File: config.mk
export PLATFORM = sky130hd
export DESIGN_NAME = i2c_lcd_text_ctrl
export DESIGN_NICKNAME = d
export VERILOG_FILES = /design/src/rtl/i2c_lcd_text_ctrl_pkg.sv /design/src/rtl/i2c_lcd_text_ctrl_byte_pacer.sv /design/src/rtl/i2c_lcd_text_ctrl.sv
export SDC_FILE = /design/constraint.sdc
export NUM_CORES = 1
export LEC_CHECK = 0
export BUFFER_PORTS_ARGS = -buffer_cell sky130_fd_sc_hd__buf_2
export CORE_ASPECT_RATIO = 0.6
export CORE_UTILIZATION = 50
export DETAILED_ROUTE_END_ITERATION = 7
export HOLD_SLACK_MARGIN = 0.12
export PLACE_DENSITY_LB_ADDON = 0.25
export SLEW_MARGIN = 30
export SYNTH_ARGS = -nofsm -noshare
export SYNTH_HDL_FRONTEND = slang
export SYNTH_SLANG_ARGS = --single-unit
File: constraint.sdc
create_clock -name clk -period 2.2 [get_ports clk]
set_input_delay 0.22 -clock clk [delete_from_list [all_inputs] [get_ports clk]]
set_output_delay 0.22 -clock clk [all_outputs]
set_load 0.005 [all_outputs]
File: src/rtl/i2c_lcd_text_ctrl_pkg.sv
// Shared types, LCD command codes and small helpers for the LCD text controller.
package lcd_pkg;

  typedef enum logic [3:0] {
    S_PWR_WAIT   = 4'd0,
    S_INIT       = 4'd1,
    S_INIT_WAIT  = 4'd2,
    S_READY      = 4'd3,
    S_ACCEPT     = 4'd4,
    S_CLEAR_WAIT = 4'd5,
    S_SET_ADDR   = 4'd6,
    S_ADDR_WAIT  = 4'd7,
    S_WRITE_CHAR = 4'd8,
    S_CHAR_WAIT  = 4'd9
  } top_state_e;

  typedef enum logic [2:0] {
    P_IDLE = 3'd0,
    P_REQ  = 3'd1,
    P_ACK  = 3'd2,
    P_DONE = 3'd3,
    P_GAP  = 3'd4
  } pacer_state_e;

  localparam logic [7:0] CMD_RESYNC_A  = 8'h33;
  localparam logic [7:0] CMD_RESYNC_B  = 8'h32;
  localparam logic [7:0] CMD_FUNC_4B2L = 8'h28;
  localparam logic [7:0] CMD_DISP_ON   = 8'h0C;
  localparam logic [7:0] CMD_CLEAR     = 8'h01;
  localparam logic [7:0] CMD_HOME      = 8'h02;
  localparam logic [7:0] CMD_ENTRY     = 8'h06;
  localparam logic [7:0] CMD_DDRAM     = 8'h80;
  localparam logic [7:0] ROW1_BASE     = 8'h40;
  localparam int         INIT_LEN      = 6;

  // Power-on command ROM; the two resync bytes recover a consumer left mid-nibble.
  function automatic logic [7:0] init_cmd(input logic [2:0] idx);
    case (idx)
      3'd0:    init_cmd = CMD_RESYNC_A;
      3'd1:    init_cmd = CMD_RESYNC_B;
      3'd2:    init_cmd = CMD_FUNC_4B2L;
      3'd3:    init_cmd = CMD_DISP_ON;
      3'd4:    init_cmd = CMD_CLEAR;
      3'd5:    init_cmd = CMD_ENTRY;
      default: init_cmd = CMD_ENTRY;
    endcase
  endfunction

  // Set-DDRAM-address command for a visible (row, col) position.
  function automatic logic [7:0] ddram_addr(input logic row, input logic [3:0] col);
    ddram_addr = CMD_DDRAM | (row ? ROW1_BASE : 8'h00) | {4'h0, col};
  endfunction

endpackage

File: src/rtl/i2c_lcd_text_ctrl_byte_pacer.sv
// One-byte handshake with the I2C byte sender followed by a settle gap.
module lcd_byte_pacer
  import lcd_pkg::*;
#(
  parameter int GAP_US = 100,
  parameter int CLR_US = 2000,
  parameter int CNT_W  = 16
) (
  input  logic       clk,
  input  logic       reset_p,
  input  logic       i_usec_tick,
  input  logic       i_req,
  input  logic [7:0] i_byte,
  input  logic       i_rs,
  input  logic       i_byte_busy,
  output logic       o_done,
  output logic       o_send,
  output logic       o_rs,
  output logic [7:0] o_send_buffer
);

  localparam logic [CNT_W-1:0] LIM_GAP = CNT_W'(GAP_US);
  localparam logic [CNT_W-1:0] LIM_CLR = CNT_W'(CLR_US);

  pacer_state_e     r_state;
  pacer_state_e     w_next;
  logic [CNT_W-1:0] r_cnt;
  logic [CNT_W-1:0] w_gap_lim;
  logic [7:0]       r_buf;
  logic             r_rs;
  logic             r_send;
  logic             r_done;

  // Clear and home need the long execution gap, everything else the short one.
  always_comb begin
    if (r_buf == CMD_CLEAR || r_buf == CMD_HOME) w_gap_lim = LIM_CLR;
    else                                         w_gap_lim = LIM_GAP;
  end

  // Next-state logic; send is only raised once the consumer is idle.
  always_comb begin
    w_next = r_state;
    case (r_state)
      P_IDLE:  if (i_req)                w_next = P_REQ;  else w_next = P_IDLE;
      P_REQ:   if (!i_byte_busy)         w_next = P_ACK;  else w_next = P_REQ;
      P_ACK:   if (i_byte_busy)          w_next = P_DONE; else w_next = P_ACK;
      P_DONE:  if (!i_byte_busy)         w_next = P_GAP;  else w_next = P_DONE;
      P_GAP:   if (r_cnt >= w_gap_lim)   w_next = P_IDLE; else w_next = P_GAP;
      default: w_next = P_IDLE;
    endcase
  end

  // State, usec gap counter, latched byte and registered handshake outputs.
  always_ff @(posedge clk or posedge reset_p) begin
    if (reset_p) begin
      r_state <= P_IDLE;
      r_cnt   <= '0;
      r_buf   <= 8'h00;
      r_rs    <= 1'b0;
      r_send  <= 1'b0;
      r_done  <= 1'b0;
    end else begin
      r_state <= w_next;
      if (w_next != r_state)  r_cnt <= '0;
      else if (i_usec_tick)   r_cnt <= r_cnt + CNT_W'(1);
      if (r_state == P_IDLE && i_req) begin
        r_buf <= i_byte;
        r_rs  <= i_rs;
      end
      r_send <= (w_next == P_ACK);
      r_done <= (r_state == P_GAP) && (w_next == P_IDLE);
    end
  end

  assign o_done        = r_done;
  assign o_send        = r_send;
  assign o_rs          = r_rs;
  assign o_send_buffer = r_buf;

endmodule

File: src/rtl/i2c_lcd_text_ctrl.sv
// HD44780 (4-bit via PCF8574) text sequencer: power-on init, cursor-tracked character writes, clears.
module i2c_lcd_text_ctrl
  import lcd_pkg::*;
#(
  parameter int PWRUP_US   = 40000,
  parameter int GAP_US     = 100,
  parameter int CLR_US     = 2000,
  parameter int CNT_W      = 16,
  parameter int CLK_PER_US = 100
) (
  input  logic       clk,
  input  logic       reset_p,
  input  logic       char_valid,
  output logic       char_ready,
  input  logic [7:0] char_data,
  input  logic       char_row,
  input  logic [3:0] char_col,
  input  logic       clear_req,
  output logic       init_done,
  output logic       busy,
  output logic [7:0] send_buffer,
  output logic       rs,
  output logic       send,
  input  logic       byte_busy
);

  localparam int               PRE_W     = $clog2(CLK_PER_US);
  localparam logic [PRE_W-1:0] PRE_LAST  = PRE_W'(CLK_PER_US - 1);
  localparam logic [CNT_W-1:0] LIM_PWRUP = CNT_W'(PWRUP_US);
  localparam logic [2:0]       LAST_IDX  = 3'(INIT_LEN - 1);

  top_state_e       r_state;
  top_state_e       w_next;
  logic [PRE_W-1:0] r_pre;
  logic             w_usec_tick;
  logic [CNT_W-1:0] r_cnt;
  logic [2:0]       r_idx;
  logic             r_clr_d, r_clr_pend, w_clr_rise, w_take_clr;
  logic [7:0]       r_data;
  logic             r_row, r_cur_row, r_cur_valid;
  logic [3:0]       r_col, r_cur_col;
  logic             r_init_done, r_busy, r_char_ready;
  logic             w_req, w_rs, w_done;
  logic [7:0]       w_byte;

  assign w_usec_tick = (r_pre == PRE_LAST);
  assign w_clr_rise  = clear_req & ~r_clr_d;
  assign w_take_clr  = (r_state == S_READY) & r_clr_pend;

  // Free-running microsecond prescaler shared by power-up and gap timing.
  always_ff @(posedge clk or posedge reset_p) begin
    if (reset_p)          r_pre <= '0;
    else if (w_usec_tick) r_pre <= '0;
    else                  r_pre <= r_pre + PRE_W'(1);
  end

  // Top-level sequencing; a pending clear wins over a character request.
  always_comb begin
    w_next = r_state;
    w_req  = 1'b0;
    w_byte = 8'h00;
    w_rs   = 1'b0;
    case (r_state)
      S_PWR_WAIT: if (r_cnt >= LIM_PWRUP) w_next = S_INIT; else w_next = S_PWR_WAIT;
      S_INIT: begin
        w_req  = 1'b1;
        w_byte = init_cmd(r_idx);
        w_next = S_INIT_WAIT;
      end
      S_INIT_WAIT: begin
        if (w_done) begin
          if (r_idx == LAST_IDX) w_next = S_READY;
          else                   w_next = S_INIT;
        end else begin
          w_next = S_INIT_WAIT;
        end
      end
      S_READY: begin
        if (r_clr_pend) begin
          w_req  = 1'b1;
          w_byte = CMD_CLEAR;
          w_next = S_CLEAR_WAIT;
        end else if (char_valid) begin
          w_next = S_ACCEPT;
        end else begin
          w_next = S_READY;
        end
      end
      S_ACCEPT: begin
        if (!r_cur_valid || char_row != r_cur_row || char_col != r_cur_col) w_next = S_SET_ADDR;
        else                                                                w_next = S_WRITE_CHAR;
      end
      S_SET_ADDR: begin
        w_req  = 1'b1;
        w_byte = ddram_addr(r_row, r_col);
        w_next = S_ADDR_WAIT;
      end
      S_ADDR_WAIT: if (w_done) w_next = S_WRITE_CHAR; else w_next = S_ADDR_WAIT;
      S_WRITE_CHAR: begin
        w_req  = 1'b1;
        w_byte = r_data;
        w_rs   = 1'b1;
        w_next = S_CHAR_WAIT;
      end
      S_CHAR_WAIT, S_CLEAR_WAIT: if (w_done) w_next = S_READY; else w_next = r_state;
      default: w_next = S_PWR_WAIT;
    endcase
  end

  // State register, power-up counter, init index, clear edge capture and status outputs.
  always_ff @(posedge clk or posedge reset_p) begin
    if (reset_p) begin
      r_state      <= S_PWR_WAIT;
      r_cnt        <= '0;
      r_idx        <= 3'd0;
      r_clr_d      <= 1'b0;
      r_clr_pend   <= 1'b0;
      r_init_done  <= 1'b0;
      r_busy       <= 1'b1;
      r_char_ready <= 1'b0;
    end else begin
      r_state <= w_next;
      if (w_next != r_state) r_cnt <= '0;
      else if (w_usec_tick)  r_cnt <= r_cnt + CNT_W'(1);
      if (r_state == S_INIT_WAIT && w_done) r_idx <= r_idx + 3'd1;
      if (r_state == S_INIT_WAIT && w_done && r_idx == LAST_IDX) r_init_done <= 1'b1;
      r_clr_d      <= clear_req;
      r_clr_pend   <= w_clr_rise | (r_clr_pend & ~w_take_clr);
      r_busy       <= (w_next != S_READY);
      r_char_ready <= (w_next == S_ACCEPT);
    end
  end

  // Request latch and cursor tracking; column 15 invalidates rather than wrapping into hidden DDRAM.
  always_ff @(posedge clk or posedge reset_p) begin
    if (reset_p) begin
      r_data      <= 8'h00;
      r_row       <= 1'b0;
      r_col       <= 4'd0;
      r_cur_row   <= 1'b0;
      r_cur_col   <= 4'd0;
      r_cur_valid <= 1'b0;
    end else begin
      if (r_state == S_ACCEPT) begin
        r_data <= char_data;
        r_row  <= char_row;
        r_col  <= char_col;
      end
      if ((r_state == S_INIT_WAIT && w_done && r_idx == LAST_IDX) || w_take_clr) begin
        r_cur_row   <= 1'b0;
        r_cur_col   <= 4'd0;
        r_cur_valid <= 1'b1;
      end else if (r_state == S_CHAR_WAIT && w_done) begin
        if (r_col == 4'd15) begin
          r_cur_valid <= 1'b0;
        end else begin
          r_cur_row   <= r_row;
          r_cur_col   <= r_col + 4'd1;
          r_cur_valid <= 1'b1;
        end
      end
    end
  end

  lcd_byte_pacer #(
    .GAP_US (GAP_US),
    .CLR_US (CLR_US),
    .CNT_W  (CNT_W)
  ) u_pacer (
    .clk           (clk),
    .reset_p       (reset_p),
    .i_usec_tick   (w_usec_tick),
    .i_req         (w_req),
    .i_byte        (w_byte),
    .i_rs          (w_rs),
    .i_byte_busy   (byte_busy),
    .o_done        (w_done),
    .o_send        (send),
    .o_rs          (rs),
    .o_send_buffer (send_buffer)
  );

  assign init_done  = r_init_done;
  assign busy       = r_busy;
  assign char_ready = r_char_ready;

endmodule

==> impl_metrics.yaml <==
drt:
  routed_via_density: 5.45
  wirelength_mm: 9.56
  postRouteAntennaNets: 0
  remaining_drc_errors: 0
  first_pass_iters: 4
  drt_iter0_drc: 297
  wl_per_cell_um: 15.2
  dr_total_vias: 3419
global_routing:
  grt_max_degree: 37
  grt_usage_pct: 23.6
  grt_pass1_wl_mm: 16.2
  grt_pass1_vias: 3245
  antenna_found_initial: 0
  grt-ovfl-total: 0
yosys:
  synth_xor_area_share_pct: 8.74
  synth_flop_cell: "dfrtp_1"
  synth_top_family_by_area: "simple AND/OR/NAND/NOR gates"
  synthMuxAreaShare_pct: 4.26
  syn-num-nets: 471
  synthTopCellsByArea: "dfrtp_1 47%, nor2_1 5.8%, xnor2_1 5.4%, mux2_2 3.6%, ha_1 3.4%"
  synth-edff-count: 0
  yosysTopAreaCellShare_pct: 47.1
  synth-seq-cells: 84
  synth_compound_area_share_pct: 9.68
  netlist_area_mm2: 0.00441
  synthArstFlopShare_pct: 100
  yosys.area.top_type: "dfrtp_1"
  synth.distinct_cells: 67
  avgSynthCellArea_um2: 10.0
  netlist_instances: 441
  seq_area_frac_synth_pct: 47.7
  synth_fa_ha_area_share_pct: 3.41
  synth_common_cells: "83 x dfrtp_1, 68 x nor2_1, 29 x nand2_1"
  yosys_warnings: 0
  yosys.area_share.simple_pct: 22.5
  synth.most_common_cell: "dfrtp_1"
critical_path:
  end_kind: "flop"
  path_class: "reg -> reg"
  regToRegEndpoint: "u_pacer.o_done"
  endpoint: "u_pacer.o_done"
  cp.arrival_ns: 2.65
  reg2reg_depth: 8
  cp_max_fo: 2
  reg2reg_from: "u_pacer.o_send_buffer[2]"
  startpoint: "u_pacer.o_send_buffer[2]"
  required_ns: 2.43
  startpoint_type: "flop"
  ff2ff_setup_slack_ns: -0.22
cells_and_area:
  num-nets-final: 540
  syn2layout_area_growth_pct: 21.0
  fillCellCount: 708
  post_layout_nonfiller_instances: 627
  antennaDiodeCount: 0
  layout-drive-gt1-share_pct: 23.7
sta:
  setup_viol: 18
  holdWs_ns: 0.141
  worst_slew_pin_slew_ns: 0.587
  rsz0062_at_grt: "yes"
  max_freq_mhz: 413
  relSlewSlack_pct: 60.8
  finalHoldViolCount: 0
  finalCritPeriodShare_pct: 110
  setup_ws_ns: -0.220
  slew_viol_final: 0
  finalCriticalPeriod_ns: 2.42
  skew_ns: 0.00466
cts:
  h-tree-depth: 3
  cts_tree: "built"
  clk_pin_slew_ns: 0.06
  insertion_delay_ns: 0.34
  cts.sinks: 84
  cts-root-buf: "clkbuf_16"
  clock_path_buffers: 2
  cts_buffers: 9
flow_run:
  cap_violations: 0
place:
  placed_cells: 598
  routabilityCongestion: 0.870
  io_buffers: 30
  dp_hpwl_mm: 6.90
floorplan:
  die_h_um: 74.7
  start_util_pct: 51.7
  num_rows: 26
  core-area_mm2: 0.00852
  dieArea_mm2: 0.00921
  die_x_um: 123
  num_io_pins: 31
run_status:
  violations: "negative setup slack"
  status: "finished, violations left"
power_and_ir_drop:
  p_leak_nw: 2.49
  power_density_mw_per_mm2: 597
  peakVddDrop_v: 0.000462
worst_hold_path:
  hold_path.startpoint: "char_col[0]"
  hp-class: "in -> reg"
-- cell families after synthesis --
group | Yosys count
DFF | 84
AOI/OAI and AO/OA | 62
adders and majority gates | 12
xor gates and xnor gates | 44
muxes | 17
buffers and inverters | 35
and+or+nand+nor | 187
-- through the flow --
| stage | util [%] | setup WS, ns | cell area [um^2] | power [mW] | setup TNS [ns] |
|---|---|---|---|---|---|
| 6_report | 62.6 | -0.220 | 5330 | 3.18 | -3.53 |
| 3_5_place_dp | 57.0 | -0.364 | 4860 | 1.66 | -5.57 |
| 2_1_floorplan | - | -0.108 | 4420 | 1.62 | -1.13 |
| 4_1_cts | 62.2 | -0.203 | 5300 | 3.22 | -3.04 |
| 5_1_grt | 62.6 | -0.317 | 5330 | 3.30 | -5.37 |
| 3_3_place_gp | 57.0 | -0.291 | 4860 | 1.66 | -4.63 |
-- power by group --
part / switching (mW) / leakage, nW / total, mW / internal, mW
Sequential: 0.00908 / 1.14 / 1.56 / 1.55
Clock: 0.594 / 0.142 / 1.54 / 0.942
Combinational: 0.0488 / 1.22 / 0.0860 / 0.0372
Total: 0.652 / 2.49 / 3.18 / 2.53
-- metal layers --
metal,vias to the layer above,part of all wire [%],track usage (%)
met2,85,42,33.9
met4,0,0.84,6.56
met1,1650,52,34.9
met3,9,5.3,6.74
li1,1675,-,-
met5,-,0,0
-- final cells by class --
cell class / count / area [um^2] / share of cell area (%)
clock inverters: 3 / 45.0 / 0.845
inverters: 19 / 75.1 / 1.41
well taps: 112 / 140 / 2.63
flip-flops and latches: 84 / 2100 / 39.5
multi-input cells: 322 / 2180 / 40.8
repair buffers: 74 / 531 / 9.95
clock buffers: 13 / 260 / 4.88
-- placed cells by master, fill, tap and decap left out, drive strengths merged, types with 2 or more instances in the layout --
master	n
inv	18
xnor2	27
or4	5
nor4	4
ha	12
buf	64
nand2	29
nand4	12
a31oi	4
a221o	3
mux2	14
nor2b	9
nand4b	2
dlygate4sd3	10
nand2b	4
a22oi	2
a211oi	2
and3	8
nand3	22
clkbuf	13
xor2	17
mux2i	3
nor3	14
clkinvlp	3
nor2	70
and2	3
dfrtp	83
o21ai	17
a21oi	15
-- sequential cells by signal (all words and copies together), names as in the netlist, 3 cells and up --
register / flops
r_cnt: 16
u_pacer.r_cnt: 16
r_data: 8
u_pacer.o_send_buffer: 8
r_pre: 7
r_col: 4
r_cur_col: 4
r_state: 4
r_idx: 3
u_pacer.r_state: 3
-- worst max-delay path, stage by stage (launching register included) --
cell	delay (ns)
dfrtp_1	0.38
or4_4	0.55
nor4_4	0.18
ha_1	0.29
o31a_1	0.11
o21ai_1	0.14
a21oi_2	0.08
a2111o_1	0.43
nor2b_4	0.14
-- how the worst min path moves through the flow --
stage          endpoint  slack (ns)  cells after the start
2_1_floorplan   r_clr_d        0.25                      0
5_1_grt           r_row        0.14                      2
6_report       r_col[0]        0.14                      2
3_5_place_dp   r_pre[2]        0.28                      2
3_3_place_gp   r_pre[2]        0.28                      2
4_1_cts        r_col[0]        0.13                      2
-- what timing repair did --
item,4_1_cts,5_1_grt
endpoints found under the hold margin,27,0
pin swaps,1,1
setup endpoints to repair,18,24
hold buffers,10,0
setup buffers,2,1
gates resized for setup,1,10
Power figures use the tool's default switching activity.
